## src/rtl/riscv_pkg.sv

```systemverilog
// riscv_pkg: shared RV32I constants and types for the memory stage.
//   - OPCODE_LOAD / OPCODE_STORE major opcodes
//   - F3_* load/store width selectors
//   - mem_state_e: memory-stage FSM states
//   - is_misaligned(): alignment check used when MEM_MISALIGN_TRAP_EN is defined
package riscv_pkg;

    localparam logic [6:0] OPCODE_LOAD  = 7'b0000011;
    localparam logic [6:0] OPCODE_STORE = 7'b0100011;

    localparam logic [2:0] F3_B  = 3'b000;
    localparam logic [2:0] F3_H  = 3'b001;
    localparam logic [2:0] F3_W  = 3'b010;
    localparam logic [2:0] F3_BU = 3'b100;
    localparam logic [2:0] F3_HU = 3'b101;

    typedef enum logic [1:0] {
        IDLE   = 2'd0,
        REQ    = 2'd1,
        WAIT_R = 2'd2
    } mem_state_e;

    // BU/HU are not valid store widths, so a store with those codes is a word access.
    function automatic logic is_misaligned(input logic [2:0] funct3,
                                           input logic [1:0] off,
                                           input logic       is_store);
        logic r;
        r = (off != 2'b00);
        case (funct3)
            F3_B:    r = 1'b0;
            F3_H:    r = off[0];
            F3_BU:   if (!is_store) r = 1'b0;
            F3_HU:   if (!is_store) r = off[0];
            default: ;
        endcase
        return r;
    endfunction

endpackage

```

## src/rtl/load_store_align.sv

```systemverilog
// load_store_align: combinational lane steering for the data-memory port.
//   funct3     in  width/sign selector
//   off        in  byte offset (address bits [1:0])
//   store_data in  rs2 value for stores
//   load_rdata in  raw word returned by memory
//   st_be      out store byte enables (SB/SH/SW lane rules)
//   st_wdata   out lane-replicated store data
//   ld_data    out extracted and sign/zero-extended load data
module load_store_align
    import riscv_pkg::*;
(
    input  logic [2:0]  funct3,
    input  logic [1:0]  off,
    input  logic [31:0] store_data,
    input  logic [31:0] load_rdata,
    output logic [3:0]  st_be,
    output logic [31:0] st_wdata,
    output logic [31:0] ld_data
);

    logic [7:0]  ld_byte;
    logic [15:0] ld_half;

    always_comb begin
        st_be    = 4'b1111;
        st_wdata = store_data;
        case (funct3)
            F3_B: begin
                st_be    = 4'b0001 << off;
                st_wdata = {4{store_data[7:0]}};
            end
            F3_H: begin
                st_be    = 4'b0011 << {off[1], 1'b0};
                st_wdata = {2{store_data[15:0]}};
            end
            default: ;
        endcase
    end

    always_comb begin
        ld_byte = load_rdata[{off, 3'b000} +: 8];
        ld_half = off[1] ? load_rdata[31:16] : load_rdata[15:0];
        case (funct3)
            F3_B:    ld_data = {{24{ld_byte[7]}}, ld_byte};
            F3_BU:   ld_data = {24'b0, ld_byte};
            F3_H:    ld_data = {{16{ld_half[15]}}, ld_half};
            F3_HU:   ld_data = {16'b0, ld_half};
            default: ld_data = load_rdata;
        endcase
    end

endmodule

```

## src/rtl/mem_access_stage.sv

```systemverilog
// mem_access_stage: RV32I memory stage, producer side of MEM->WB.
//   ex_*      in  execute-stage instruction bundle (held by upstream while mem_stall)
//   mem_stall out stage busy with a memory transaction
//   dmem_*    req/gnt/rvalid data-memory port; dmem_addr is word aligned
//   wb_*      out registered writeback bundle (wb_lmd = extended load data)
//   misalign_exc out misaligned-access flag, valid with wb_valid
// Optional feature: define MEM_MISALIGN_TRAP_EN to trap misaligned H/W accesses
// instead of forcing them aligned; when undefined misalign_exc is tied 0.
module mem_access_stage
    import riscv_pkg::*;
#(
    parameter int unsigned XLEN = 32
)
(
    input  logic            clk,
    input  logic            rst_n,
    input  logic            ex_valid,
    input  logic [6:0]      ex_opcode,
    input  logic [2:0]      ex_funct3,
    input  logic [XLEN-1:0] ex_alu_result,
    input  logic [XLEN-1:0] ex_store_data,
    input  logic [4:0]      ex_rd,
    input  logic            ex_reg_write,
    output logic            mem_stall,
    output logic            dmem_req,
    output logic            dmem_we,
    output logic [XLEN-1:0] dmem_addr,
    output logic [3:0]      dmem_be,
    output logic [XLEN-1:0] dmem_wdata,
    input  logic            dmem_gnt,
    input  logic            dmem_rvalid,
    input  logic [XLEN-1:0] dmem_rdata,
    output logic            wb_valid,
    output logic [6:0]      wb_opcode,
    output logic [XLEN-1:0] wb_alu_result,
    output logic [XLEN-1:0] wb_lmd,
    output logic [4:0]      wb_rd,
    output logic            wb_write_en,
    output logic            misalign_exc
);

    mem_state_e      state;
    logic [XLEN-1:0] lat_alu;
    logic [XLEN-1:0] lat_wdata;
    logic [3:0]      lat_be;
    logic            lat_we;
    logic [6:0]      lat_opcode;
    logic [4:0]      lat_rd;
    logic            lat_reg_write;
    logic [2:0]      lat_funct3;

    logic            accept;
    logic            is_store;
    logic            is_mem;
    logic            trap;
    logic [2:0]      align_funct3;
    logic [1:0]      align_off;
    logic [3:0]      st_be;
    logic [XLEN-1:0] st_wdata;
    logic [XLEN-1:0] ld_data;

    assign mem_stall = (state != IDLE);
    assign accept    = ex_valid && !mem_stall;
    assign is_store  = (ex_opcode == OPCODE_STORE);
    assign is_mem    = is_store || (ex_opcode == OPCODE_LOAD);

    assign dmem_req   = (state == REQ);
    assign dmem_we    = lat_we && (state == REQ);
    assign dmem_addr  = {lat_alu[XLEN-1:2], 2'b00};
    assign dmem_be    = lat_be;
    assign dmem_wdata = lat_wdata;

    // One aligner serves both directions: in IDLE it steers the incoming store,
    // otherwise it extracts the returning load using the latched width/offset.
    assign align_funct3 = mem_stall ? lat_funct3 : ex_funct3;
    assign align_off    = mem_stall ? lat_alu[1:0] : ex_alu_result[1:0];

    load_store_align u_align (
        .funct3     (align_funct3),
        .off        (align_off),
        .store_data (ex_store_data),
        .load_rdata (dmem_rdata),
        .st_be      (st_be),
        .st_wdata   (st_wdata),
        .ld_data    (ld_data)
    );

`ifdef MEM_MISALIGN_TRAP_EN
    logic misalign_q;

    assign trap = accept && is_mem &&
                  is_misaligned(ex_funct3, ex_alu_result[1:0], is_store);

    always_ff @(posedge clk or negedge rst_n) begin
        if (!rst_n) misalign_q <= 1'b0;
        else        misalign_q <= trap;
    end

    assign misalign_exc = misalign_q;
`else
    assign trap         = 1'b0;
    assign misalign_exc = 1'b0;
`endif

    always_ff @(posedge clk or negedge rst_n) begin
        if (!rst_n) begin
            state         <= IDLE;
            lat_alu       <= '0;
            lat_wdata     <= '0;
            lat_be        <= '0;
            lat_we        <= 1'b0;
            lat_opcode    <= '0;
            lat_rd        <= '0;
            lat_reg_write <= 1'b0;
            lat_funct3    <= '0;
            wb_valid      <= 1'b0;
            wb_opcode     <= '0;
            wb_alu_result <= '0;
            wb_lmd        <= '0;
            wb_rd         <= '0;
            wb_write_en   <= 1'b0;
        end else begin
            wb_valid <= 1'b0;
            case (state)
                IDLE: begin
                    if (accept) begin
                        if (trap) begin
                            wb_valid      <= 1'b1;
                            wb_opcode     <= ex_opcode;
                            wb_alu_result <= ex_alu_result;
                            wb_lmd        <= '0;
                            wb_rd         <= ex_rd;
                            wb_write_en   <= 1'b0;
                        end else if (is_mem) begin
                            lat_alu       <= ex_alu_result;
                            lat_wdata     <= st_wdata;
                            lat_be        <= is_store ? st_be : 4'b1111;
                            lat_we        <= is_store;
                            lat_opcode    <= ex_opcode;
                            lat_rd        <= ex_rd;
                            lat_reg_write <= ex_reg_write;
                            lat_funct3    <= ex_funct3;
                            state         <= REQ;
                        end else begin
                            wb_valid      <= 1'b1;
                            wb_opcode     <= ex_opcode;
                            wb_alu_result <= ex_alu_result;
                            wb_lmd        <= '0;
                            wb_rd         <= ex_rd;
                            wb_write_en   <= ex_reg_write;
                        end
                    end
                end
                REQ: begin
                    if (dmem_gnt) begin
                        if (lat_we) begin
                            wb_valid      <= 1'b1;
                            wb_opcode     <= lat_opcode;
                            wb_alu_result <= lat_alu;
                            wb_lmd        <= '0;
                            wb_rd         <= lat_rd;
                            wb_write_en   <= 1'b0;
                            state         <= IDLE;
                        end else begin
                            state <= WAIT_R;
                        end
                    end
                end
                WAIT_R: begin
                    if (dmem_rvalid) begin
                        wb_valid      <= 1'b1;
                        wb_opcode     <= lat_opcode;
                        wb_alu_result <= lat_alu;
                        wb_lmd        <= ld_data;
                        wb_rd         <= lat_rd;
                        wb_write_en   <= lat_reg_write;
                        state         <= IDLE;
                    end
                end
                default: state <= IDLE;
            endcase
        end
    end

endmodule

```

## config.mk

```make
export PLATFORM = sky130hd
export DESIGN_NAME = mem_access_stage
export DESIGN_NICKNAME = d
export VERILOG_FILES = /design/src/rtl/riscv_pkg.sv /design/src/rtl/load_store_align.sv /design/src/rtl/mem_access_stage.sv
export SDC_FILE = /design/constraint.sdc
export NUM_CORES = 1
export LEC_CHECK = 0
export ABC_AREA = 1
export ABC_CLOCK_PERIOD_IN_PS = 6500
export BUFFER_PORTS_ARGS = -buffer_cell sky130_fd_sc_hd__buf_2
export CORE_UTILIZATION = 50
export CTS_CLUSTER_DIAMETER = 150
export DETAILED_ROUTE_END_ITERATION = 8
export PLACE_DENSITY = 0.88
export SLEW_MARGIN = 20
export SYNTH_ARGS = -nofsm -noshare
export SYNTH_HDL_FRONTEND = slang
export SYNTH_HIERARCHICAL = 1
export SYNTH_SLANG_ARGS = --single-unit
```

## constraint.sdc

```tcl
create_clock -name clk -period 6.5 [get_ports clk]
set_input_delay 0.65 -clock clk [delete_from_list [all_inputs] [get_ports clk]]
set_output_delay 0.65 -clock clk [all_outputs]
set_load 0.01 [all_outputs]
```

==> metrics.cfg, run 1 <==
[cells_and_area]
nNetsFinal=1524
final_cell_mix=nand2_1, buf_2, dfrtp_1
drive_above_1_share=0.232
post-route-util=0.603
layout_commonest_cell=nand2_1
syn_to_final_growth_pct=17.5
fillers=1592

[cts]
cts_resized=0
cts_setup_buffers=0
cts.sinks=165
clk_latency_ns=0.43
postCtsHoldBufs=0
cts.path.max_buffers=2
cts_tree=done
h-tree-depth=4
cts_buffers=17
path_clk_slew_ns=0.07
cts_root_buffer=clkbuf_16

[detailed_routing]
firstDrtPassIters=5
wl_um=23800
drt_iter0_drc=573
final_antenna_net_count=0
via_count=8445
routedWlPerCell_um=14.5
drcViolationCount=0
post_drt_via_cell_ratio=5.14

[worst_setup_path]
worst_r2r_path_depth=14
endpoint_kind=register
path_class=reg -> reg
r2r_start=state[1]$_DFFE_PN0P_
crit_chain=inv_1, ha_2, nand2_1, o21ai_1, buf_4, inv_4, a21oi_1, o21ai_1, nand2_1, nand3_1, nand2_1, inv_1, nand3_1, nand2_1
start_kind=register
cp_data_required_time_ns=6.80
r2r-end=wb_lmd[0]$_DFFE_PN0P_
cp_common_cell=nand2_1
cpPeakStageDelay_ns=0.70
crit_family=compound AO/OA/AOI/OAI gates
crit_fanout=17
rrSetupSlack_ns=3.20
crit_buf_inv=4
cp_slowest_cell=a21oi_1
critPathLaunch=state[1]$_DFFE_PN0P_
cp.arrival_ns=3.60

[status]
status=complete, no violations

[floorplan]
rows=48
core_region_area_sq_um=17400
io_pins=267
start_util=0.513
die_w_um=136
dieArea_sq_um=18400
die-height_um=136

[yosys]
netlist_area_sq_um=8910
yosys_register_bits=165
ys_types=35
syn_inst=1223
synth-main-ff-cell=dfrtp_1
synthArstFlopShare=1.00
syn-mean-instance-area_sq_um=7.29
synth_edf_count=0
yosys_warnings=6
ys_seq_area_frac=0.463

[global_routing]
grt_antenna_before_repair=4
grt_use_met1=0.349
grt_util_met2=0.431
grt_pass1_wl_um=38200
grt_pass1_vias=7702
gr-total-overflow=0
use_met3=0.0632
grt_max_degree=104
globalRouteTotalUtil=0.266
busiest_layer=met2

[run]
drv_cap=0

[timing]
clock_skew_ns=0.00781
period_minus_slack_ns=3.30
fmax_mhz=303
setup_tns_ns=0
period_share=0.507
setup_viol=0
final-hold-violation-count=0
tightest_slew_ns=1.06
rsz0062_at_grt=no
slew_headroom=0.294
final_max_slew_viol_count=0

[pwr]
p_leak_nw=6.37
total_power_w=0.00461
p_per_area_nw_per_um2=441
irDropWorstVdd_mv=0.234

[min_path]
hp-class=in -> async

[placement]
portBuffers=263
place_congestion=0.879
hpwl_um=16200

cells by family after synthesis:
group,after synthesis,share of synthesized area
buffers and inverters,214,0.124
AO/OA/AOI/OAI,87,0.0508
other,1,0.000421
AND/OR/NAND/NOR,752,0.355
flip-flops,165,0.463
adder cells (fa/ha/maj),4,0.00562
cell type report:
class / count / area, sq um / area share
diodes: 2 / 5.00 / 0.000478
clock buffers: 18 / 429 / 0.0410
clock inverters: 14 / 153 / 0.0146
inverters: 103 / 398 / 0.0380
multi-input cells: 846 / 3700 / 0.353
flip-flops and latches: 165 / 4130 / 0.394
well taps: 225 / 282 / 0.0269
repair buffers: 270 / 1380 / 0.131
flip-flops by register name, summed over array words and instances, names as in the netlist:
name           count
dmem_be            4
dmem_wdata        32
lat_opcode         7
wb_rd              5
wb_opcode          7
lat_alu           32
wb_write_en        1
lat_rd             5
wb_valid           1
lat_reg_write      1
lat_funct3         3
wb_lmd            32
wb_alu_result     32
lat_we             1
state              2
cells in the mapped netlist (7+ instances only):
library cell / instances / area (sq um)
a21oi_1: 26 / 130
buf_2: 25 / 125
buf_4: 53 / 398
buf_6: 7 / 78.8
clkbuf_1: 24 / 90.1
dfrtp_1: 165 / 4130
inv_1: 96 / 360
nand2_1: 533 / 2000
nand3_1: 136 / 681
nor2_1: 60 / 225
o21ai_0: 47 / 235
o21ai_1: 10 / 50.1
worst reg2reg max path, stage by stage, from the launching register on:
cell and delay (ns):
dfrtp_1 0.42, inv_1 0.10, ha_2 0.42, nand2_1 0.09, o21ai_1 0.09, buf_4 0.24
inv_4 0.12, a21oi_1 0.70, o21ai_1 0.45, nand2_1 0.16, nand3_1 0.09, nand2_1 0.09
inv_1 0.06, nand3_1 0.07, nand2_1 0.07
routing by layer:
layer | part of all wire | up-vias
met5 | 0.0010 | -
met4 | 0.017 | 4
met2 | 0.47 | 375
li1 | - | 4105
met1 | 0.43 | 3922
met3 | 0.084 | 39
where the power goes:
part | switching (W) | internal [W]
clock | 0.000433 | 0.000570
combinational | 0.00142 | 0.000700
sequential | 0.000163 | 0.00133
worst max-delay path by stage:
stage	cells past startpoint	endpoint
3_5_place_dp	8	wb_alu_result[17]$_DFFE_PN0P_
6_report	14	wb_lmd[0]$_DFFE_PN0P_
2_1_floorplan	16	wb_lmd[26]$_DFFE_PN0P_
5_1_grt	14	wb_lmd[5]$_DFFE_PN0P_
4_1_cts	8	wb_alu_result[17]$_DFFE_PN0P_
3_3_place_gp	8	wb_alu_result[9]$_DFFE_PN0P_
metrics by stage:
stage	setup WS [ns]	cell area (sq um)	hold WS, ns	instances
final	3.20	10500	0.260	1643
after global routing	2.95	10500	0.330	1642
after CTS	3.06	10500	0.318	1641
after detailed placement	3.05	9880	0.438	1609
after global placement	3.21	9880	0.434	1609
after floorplan	4.27	8920	0.354	1225
Power figures use the tool's default switching activity.
==> run 2, diff against run 1 <==
--- a/config.mk
+++ b/config.mk
@@ -6,7 +6,7 @@
 export NUM_CORES = 1
 export LEC_CHECK = 0
 export ABC_AREA = 1
-export ABC_CLOCK_PERIOD_IN_PS = 6500
+export ABC_CLOCK_PERIOD_IN_PS = 3350
 export BUFFER_PORTS_ARGS = -buffer_cell sky130_fd_sc_hd__buf_2
 export CORE_UTILIZATION = 50
 export CTS_CLUSTER_DIAMETER = 150
==> constraint.sdc (replaced) <==
create_clock -name clk -period 3.35 [get_ports clk]
set_input_delay 0.335 -clock clk [delete_from_list [all_inputs] [get_ports clk]]
set_output_delay 0.335 -clock clk [all_outputs]
set_load 0.01 [all_outputs]
==> metrics.cfg, run 2 (same netlist as run 1, synthesis figures left out) <==
[cts]
cts_root_buffer=clkbuf_16
path_clk_slew_ns=0.06
clk_latency_ns=0.42
cts_setup_buffers=0
cts.sinks=165
cts_resized=0
postCtsHoldBufs=0
cts_tree=done
cts.path.max_buffers=2
h-tree-depth=4
cts_buffers=17

[placement]
hpwl_um=16300
portBuffers=263
place_area_sq_um=9940
place_congestion=0.885

[worst_setup_path]
path_class=reg -> reg
endpoint_kind=register
r2r-end=wb_lmd[5]$_DFFE_PN0P_
crit_chain=inv_1, ha_2, o21ai_1, buf_4, inv_4, nand2_1, o21ai_1, nand2_1, nand3_1, nand2_1, inv_1, nand3_1, nand2_1
worst_r2r_path_depth=13
rrSetupSlack_ns=0.72
crit_fanout=17
start_kind=register
cp_slowest_cell=o21ai_1
cp.arrival_ns=2.98
cpPeakStageDelay_ns=0.44
r2r_start=state[1]$_DFFE_PN0P_
cp_common_cell=nand2_1
cp_data_required_time_ns=3.70

[cells_and_area]
post-route-util=0.611
drive_above_1_share=0.233
nNetsFinal=1529
final_cell_area_sq_um=10600
syn_to_final_growth_pct=18.9
layout_commonest_cell=nand2_1
final_cell_mix=nand2_1, buf_2, dfrtp_1
num_antenna_cells=0

[run]
drv_cap=0

[global_routing]
gr-total-overflow=0
grt_pass1_vias=7394
globalRouteTotalUtil=0.259
grt_antenna_before_repair=2
grt_pass1_wl_um=37200
grt_max_degree=104

[floorplan]
rows=48
core_region_area_sq_um=17400
dieArea_sq_um=18400
die-height_um=136
start_util=0.513
io_pins=267
die_w_um=136

[detailed_routing]
final_antenna_net_count=0
routedWlPerCell_um=14.5
drt_iter0_drc=489
firstDrtPassIters=5
drcViolationCount=0
wl_um=23900
post_drt_via_cell_ratio=5.08
via_count=8354

[pwr]
p_leak_nw=6.44
p_per_area_nw_per_um2=868
irDropWorstVdd_mv=0.558

[timing]
slew_headroom=0.312
setup_viol=0
hold_ws_ns=-0.0201
final-hold-violation-count=5
tightest_slew_ns=1.03
period_share=0.784
fmax_mhz=381
final_max_slew_viol_count=0
clock_skew_ns=0.0109
period_minus_slack_ns=2.63
setup_tns_ns=0
rsz0062_at_grt=no

[min_path]
hp-class=in -> async

[status]
violations=negative hold slack
status=finished, violations left

run 2: worst max path at each step:
stage / from / end / cells past startpoint / slack (ns)
after floorplan: state[0]$_DFFE_PN0P_ / wb_lmd[26]$_DFFE_PN0P_ / 16 / 1.12
after global placement: state[0]$_DFFE_PN0P_ / wb_lmd[13]$_DFFE_PN0P_ / 13 / 0.88
after detailed placement: state[1]$_DFFE_PN0P_ / wb_lmd[30]$_DFFE_PN0P_ / 14 / 0.77
after CTS: state[1]$_DFFE_PN0P_ / wb_lmd[17]$_DFFE_PN0P_ / 14 / 0.75
after global routing: state[1]$_DFFE_PN0P_ / wb_lmd[5]$_DFFE_PN0P_ / 13 / 0.49
final: state[1]$_DFFE_PN0P_ / wb_lmd[5]$_DFFE_PN0P_ / 13 / 0.72
run 2: critical path: cells and delay by family (launching register included):
kind,cells,cell delay [ns]
AND/OR/NAND/NOR,6,0.60
adder cells (fa/ha/maj),1,0.39
AO/OA/AOI/OAI,2,0.59
flip-flops,1,0.42
buffers and inverters,4,0.55
run 2: layer usage:
| metal | GRT usage | vias up | wire, um |
|---|---|---|---|
| li1 | - | 4110 | - |
| met1 | 0.340 | 3824 | 10200 |
| met2 | 0.425 | 387 | 11400 |
| met3 | 0.0606 | 29 | 1920 |
| met4 | 0.0787 | 4 | 331 |
| met5 | 0 | - | 26 |
run 2: final cells by class:
type                            count  area [sq um]
Clock inverter                     11           195
Fill cell                        1555          6760
Timing Repair Buffer              275          1440
Multi-Input combinational cell    846          3700
Sequential cell                   165          4130
Inverter                          103           398
Clock buffer                       21           460
Tap cell                          225           282
run 2: power by group:
part           total, W  internal, W  switching, W
registers       0.00287      0.00257      0.000297
logic           0.00416      0.00140       0.00275
clock network   0.00217      0.00137      0.000802
total           0.00920      0.00534       0.00385
run 2: stage by stage:
stage | setup slack [ns] | std cells | power [W]
floorplan | 1.12 | 1225 | 0.00593
global placement | 0.878 | 1614 | 0.00692
detailed placement | 0.767 | 1614 | 0.00704
CTS | 0.749 | 1646 | 0.00925
global route | 0.492 | 1646 | 0.00989
finish | 0.722 | 1646 | 0.00920
